### src/rtl/dual_port_ram_if.sv
// dual_port_ram_if: clear/busy handshake plus port A and port B buses; master drives requests, slave (the RAM) returns data
interface dual_port_ram_if #(
    parameter int ADDRESS_WIDTH = 5,
    parameter int DATA_WIDTH = 8
);
    logic clear;
    logic busy;
    logic a_write_enable;
    logic [DATA_WIDTH/8-1:0] a_byte_enable;
    logic [ADDRESS_WIDTH-1:0] a_address;
    logic [DATA_WIDTH-1:0] a_in_data;
    logic [DATA_WIDTH-1:0] a_out_data;
    logic b_read_enable;
    logic [ADDRESS_WIDTH-1:0] b_address;
    logic [DATA_WIDTH-1:0] b_out_data;
    logic b_valid;
    modport master (
        output clear, a_write_enable, a_byte_enable, a_address, a_in_data, b_read_enable, b_address,
        input busy, a_out_data, b_out_data, b_valid
    );
    modport slave (
        input clear, a_write_enable, a_byte_enable, a_address, a_in_data, b_read_enable, b_address,
        output busy, a_out_data, b_out_data, b_valid
    );
endinterface

### src/rtl/dual_port_ram.sv
// dual_port_ram: byte-lane R/W port A, read-only port B with valid, sweep-to-zero clear engine; ports clk, reset (sync, active-high), bus (slave)
module dual_port_ram #(
    parameter int ADDRESS_WIDTH = 5,
    parameter int DATA_WIDTH = 8,
    parameter bit READ_MODE = 1'b0
) (
    input logic clk,
    input logic reset,
    dual_port_ram_if.slave bus
);
    localparam int LANES = DATA_WIDTH / 8;
    typedef enum logic {IDLE, CLEAR} state_t;
    state_t state;
    logic [ADDRESS_WIDTH-1:0] count;
    logic [DATA_WIDTH-1:0] mem [2**ADDRESS_WIDTH];
    logic a_write, clear_write;
    logic [DATA_WIDTH-1:0] merged, a_next, b_next;
    // a clear request in IDLE takes priority over a same-cycle port A write
    assign a_write = bus.a_write_enable && state == IDLE && !bus.clear;
    // reset aborts the sweep before the current word is touched
    assign clear_write = state == CLEAR && !reset;
    assign bus.busy = state == CLEAR;
    always_comb begin
        merged = mem[bus.a_address];
        for (int i = 0; i < LANES; i++)
            if (bus.a_byte_enable[i]) merged[8*i +: 8] = bus.a_in_data[8*i +: 8];
    end
    // contents of each read address as they will be after this edge (write-first view)
    assign a_next = clear_write && bus.a_address == count ? '0 : a_write ? merged : mem[bus.a_address];
    assign b_next = clear_write && bus.b_address == count ? '0 :
                    a_write && bus.b_address == bus.a_address ? merged : mem[bus.b_address];
    always_ff @(posedge clk) begin
        if (clear_write) mem[count] <= '0;
        else if (a_write) mem[bus.a_address] <= merged;
    end
    always_ff @(posedge clk) begin
        if (reset) begin
            state <= IDLE;
            count <= '0;
            bus.a_out_data <= '0;
            bus.b_out_data <= '0;
            bus.b_valid <= 1'b0;
        end else begin
            state <= state == IDLE ? (bus.clear ? CLEAR : IDLE) : (&count ? IDLE : CLEAR);
            count <= state == CLEAR ? count + 1'b1 : '0;
            bus.a_out_data <= READ_MODE ? a_next : mem[bus.a_address];
            if (bus.b_read_enable) bus.b_out_data <= READ_MODE ? b_next : mem[bus.b_address];
            bus.b_valid <= bus.b_read_enable;
        end
    end
endmodule

### src/flat_wrapper.sv
// flat-port wrapper written by rule: the top's interface ports become plain ports
module dual_port_ram_flat 
#(
    parameter int ADDRESS_WIDTH = 5,
    parameter int DATA_WIDTH = 8,
    parameter bit READ_MODE = 1'b0
)
  (clk, reset, bus_clear, bus_a_write_enable, bus_a_byte_enable, bus_a_address, bus_a_in_data, bus_b_read_enable, bus_b_address, bus_busy, bus_a_out_data, bus_b_out_data, bus_b_valid);
  dual_port_ram_if #(.ADDRESS_WIDTH(ADDRESS_WIDTH), .DATA_WIDTH(DATA_WIDTH)) bus_i ();
  input logic clk;
  input logic reset;
  input wire logic [$bits(bus_i.clear)-1:0] bus_clear;
  input wire logic [$bits(bus_i.a_write_enable)-1:0] bus_a_write_enable;
  input wire logic [$bits(bus_i.a_byte_enable)-1:0] bus_a_byte_enable;
  input wire logic [$bits(bus_i.a_address)-1:0] bus_a_address;
  input wire logic [$bits(bus_i.a_in_data)-1:0] bus_a_in_data;
  input wire logic [$bits(bus_i.b_read_enable)-1:0] bus_b_read_enable;
  input wire logic [$bits(bus_i.b_address)-1:0] bus_b_address;
  output wire logic [$bits(bus_i.busy)-1:0] bus_busy;
  output wire logic [$bits(bus_i.a_out_data)-1:0] bus_a_out_data;
  output wire logic [$bits(bus_i.b_out_data)-1:0] bus_b_out_data;
  output wire logic [$bits(bus_i.b_valid)-1:0] bus_b_valid;
  assign bus_i.clear = bus_clear;
  assign bus_i.a_write_enable = bus_a_write_enable;
  assign bus_i.a_byte_enable = bus_a_byte_enable;
  assign bus_i.a_address = bus_a_address;
  assign bus_i.a_in_data = bus_a_in_data;
  assign bus_i.b_read_enable = bus_b_read_enable;
  assign bus_i.b_address = bus_b_address;
  assign bus_busy = bus_i.busy;
  assign bus_a_out_data = bus_i.a_out_data;
  assign bus_b_out_data = bus_i.b_out_data;
  assign bus_b_valid = bus_i.b_valid;
  dual_port_ram #(.ADDRESS_WIDTH(ADDRESS_WIDTH), .DATA_WIDTH(DATA_WIDTH), .READ_MODE(READ_MODE)) u_core (.clk(clk), .reset(reset), .bus(bus_i));
endmodule
### config.mk
export PLATFORM = sky130hd
export DESIGN_NAME = dual_port_ram_flat
export DESIGN_NICKNAME = d
export VERILOG_FILES = /design/src/rtl/dual_port_ram_if.sv /design/src/rtl/dual_port_ram.sv /design/src/flat_wrapper.sv
export SDC_FILE = /design/constraint.sdc
export NUM_CORES = 1
export LEC_CHECK = 0
export CORE_MARGIN = 2
export CORE_UTILIZATION = 44
export DETAILED_ROUTE_END_ITERATION = 12
export PLACE_DENSITY = 0.63
export SYNTH_ARGS = -nofsm -noshare
export SYNTH_HDL_FRONTEND = slang
export SYNTH_SLANG_ARGS = --single-unit
### constraint.sdc
create_clock -name clk -period 2.7 [get_ports clk]
set_clock_uncertainty 0.15 [all_clocks]
set_input_delay 0.54 -clock clk [delete_from_list [all_inputs] [get_ports clk]]
set_output_delay 0.54 -clock clk [all_outputs]
set_load 0.05 [all_outputs]
==> flow_summary_export.csv <==
group,metric,value,unit
pwr,pwr-share-clk,40.8,%
die,initial_utilization,44.7,%
placement,hpwl,26400,µm
setup_path,cp.required,2.95,ns
grt,grt_util_all_layers,24.4,%
cts,clock_sinks,279,
die,ios,42,
routing,drcViolationCount,0,
grt,grt_pass1_wl,56300,µm
grt,grt_pass1_vias,9125,
yosys,ys_types,36,
pwr,p_sw_share,23.3,%
routing,drt_pass1_iterations,5,
setup_path,endpoint_kind,"register",
sta,max_freq,0.372,GHz
placement,finalWeightedCongestion,0.902,
die,die_h,177,µm
setup_path,startpoint,"bus_a_address[2]",
yosys,yosysMostFrequentCell,"mux2i_1",
yosys,synth-seq-cells,279,
die,rows,63,
pwr,p_sw,2.29,mW
yosys,synth_fp_nets,986,
cts,cts_made_buffers,30,
pwr,vdd_drop_max,418,µV
yosys,ys.flop_type,"edfxtp_1",
hold_path,hold_path_startpoint,"u_core.bus.b_out_data[2]",
layout,fillCellCount,2472,
yosys,synthCells,960,
layout,layout.nets,1116,
die,die_area,31500,µm²
layout,multi_input_area,4780,µm²
die,core_area,29600,µm²
routing,drt_wl_total,38200,µm
layout,diodes,0,
placement,dpl.cell_count,1448,
cts,clk_pin_slew,0.06,ns
grt,overflow,0,
placement,io_buffers,41,
cts,cts_tree,"yes",
sta,finalSetupViolCount,0,
yosys,syn_avg_cell_area,13.8,µm²
sta,fin_crit,2.69,ns
grt,grt_max_degree,40,
sta,setup_ws,0.0109,ns
sta,maxSlewHeadroom,36.9,%
yosys,synth_top_cell_by_area,"edfxtp_1",
pwr,p_int,7.57,mW
sta,finalHoldViolCount,0,
layout,drive_gt1_share,17.4,%
routing,wl_per_cell,25.4,µm
layout,syn_to_final_growth,22.2,%
yosys,synth_top_cells_by_count,"257 x mux2i_1, 256 x edfxtp_1, 128 x a22oi_1",
cts,clockBufferDepth,3,
routing,viasPerCell,5.98,
layout,finalInstanceArea,16200,µm²
routing,initialDrtViolationCount,844,
routing,ant_nets,0,
yosys,synthArstFlopShare,0,%
sta,worst_pin_slew,0.943,ns
placement,place_ws,-0.733,ns
pwr,power_frac_seq,48.4,%
run,max_cap_viol_count,0,
layout,instances_no_fill,1503,
pwr,power.leakage,6.14,nW
sta,slew_viol_final,0,
cts,cts-root-buf,"clkbuf_16",
placement,placed_area,15100,µm²
yosys,synthTopCellsByArea,"edfxtp_1 58%, mux2i_1 19%, a22oi_1 7.3%",
hold_path,hold_path.class,"register to register",
yosys,synth.cell_area,13200,µm²
pwr,power_density,610,nW/µm²
setup_path,crit_arrival,2.94,ns
setup_path,critical_path.max_fanout,18,
setup_path,crit_path_start_kind,"primary input",
setup_path,critical_path_class,"primary input to register",
cts,cts_setup_buffers,0,
status,outcome,"finished clean",
die,die_w,177,µm
pwr,p_comb_share,10.8,%
cts,h-tree-depth,1,
yosys,synth_edf_count,256,
yosys,yosys_warnings,0,
yosys,synth-seq-area-share,61.6,%
layout,seqCellArea,8150,µm²
setup_path,reg2reg_from,"u_core.bus.busy",
yosys,synth_top_area_share,58.1,%
cts,cts_hold_buf,0,
cts,clk_latency,0.56,ns
routing,vias,8986,
sta,min_period_over_period,99.6,%
grt,antenna_found_initial,2,
==> timing repair <==
item	CTS	global route
pin swaps	0	2
setup endpoints to repair	64	220
gates resized for setup	3	11
==> sequential cells by signal (all words and copies together), names as in the netlist <==
signal	count
u_core.bus.busy	1
u_core.mem	256
u_core.bus.b_valid	1
u_core.count	5
u_core.bus.a_out_data	8
u_core.bus.b_out_data	8
==> per-stage QoR <==
step | hold WS, ns | setup TNS [ns] | util (%) | power [mW]
CTS | 0.337 | 0 | 54.4 | 9.89
detailed placement | 0.329 | -156.68 | 51.1 | 5.91
finish | 0.335 | 0 | 54.6 | 9.86
global route | 0.353 | -0.0597 | 54.6 | 10.1
global placement | 0.330 | -150.38 | 51.1 | 5.90
floorplan | 0.338 | 0 | - | 5.45
==> metal layers <==
layer | part of all wire [%] | GRT usage [%] | wire (µm)
met1 | 43 | 33.1 | 16300
met2 | 49 | 41.1 | 18500
met3 | 6.3 | 3.36 | 2410
met4 | 2.4 | 6.56 | 918
met5 | 0 | 0 | 0
==> cells in the final DEF (no fill, tap or decap), drive strengths merged, types with 3 or more instances in the layout <==
| master | Yosys | routed |
|---|---|---|
| mux2i | 257 | 257 |
| nor2 | 47 | 47 |
| and2 | 4 | 4 |
| buf | 33 | 132 |
| nand2b | 7 | 7 |
| nor4 | 8 | 8 |
| a22oi | 128 | 128 |
| o21ai | 3 | 3 |
| clkdlybuf4s50 | 0 | 39 |
| clkinv | 0 | 12 |
| or4 | 8 | 8 |
| dfxtp | 23 | 23 |
| o21a | 8 | 8 |
| inv | 9 | 9 |
| nor2b | 14 | 14 |
| a211oi | 9 | 9 |
| clkbuf | 40 | 38 |
| bufinv | 0 | 3 |
| edfxtp | 256 | 256 |
| a21oi | 72 | 72 |
| nand2 | 13 | 13 |
==> power by group through the flow <==
| stage | combinational (mW) | clock [mW] | sequential [mW] |
|---|---|---|---|
| finish | 1.07 | 4.02 | 4.77 |
| global placement | 1.04 | 0 | 4.86 |
| detailed placement | 1.04 | 0 | 4.87 |
| CTS | 1.05 | 4.07 | 4.77 |
| floorplan | 0.506 | 0 | 4.95 |
| global route | 1.12 | 4.23 | 4.78 |
==> kinds of logic (layout without fill, tap and decap cells) <==
family          count (synthesis)  after routing  share of synthesized area [%]
flops                         279            279                           61.6
compound gates                224            224                           11.3
mux                           258            258                           19.5
buf+inv                        82            235                           3.03
simple gates                  113            113                           4.27
fa+ha+maj                       2              2                          0.189
xor+xnor                        2              2                          0.132
==> worst paths after layout <==
check | to | slack, ns | depth (start not counted)
worst min-delay path | u_core.bus.b_out_data[2] | 0.33 | 2
worst max-delay path | u_core.mem[5][2] | 0.01 | 9
worst max register to register | u_core.mem[25][2] | 0.29 | 6
worst min register to register | u_core.bus.b_out_data[2] | 0.33 | 2
==> critical path: stages <==
cell and delay [ns]:
clkdlybuf4s50_1 0.55, and2_1 0.26, buf_12 0.16, buf_12 0.16, a22oi_1 0.23, a21oi_2 0.18
nor4_4 0.42, o21a_1 0.21, buf_4 0.21
==> layout make-up <==
cell class | count | share of cell area [%]
Clock buffer | 38 | 4.96
Clock inverter | 17 | 0.967
Inverter | 9 | 0.209
Multi-Input combinational cell | 599 | 29.5
Sequential cell | 279 | 50.4
Tap cell | 390 | 3.02
Timing Repair Buffer | 171 | 10.9
Note: power is estimated with default switching activity, not from simulation.
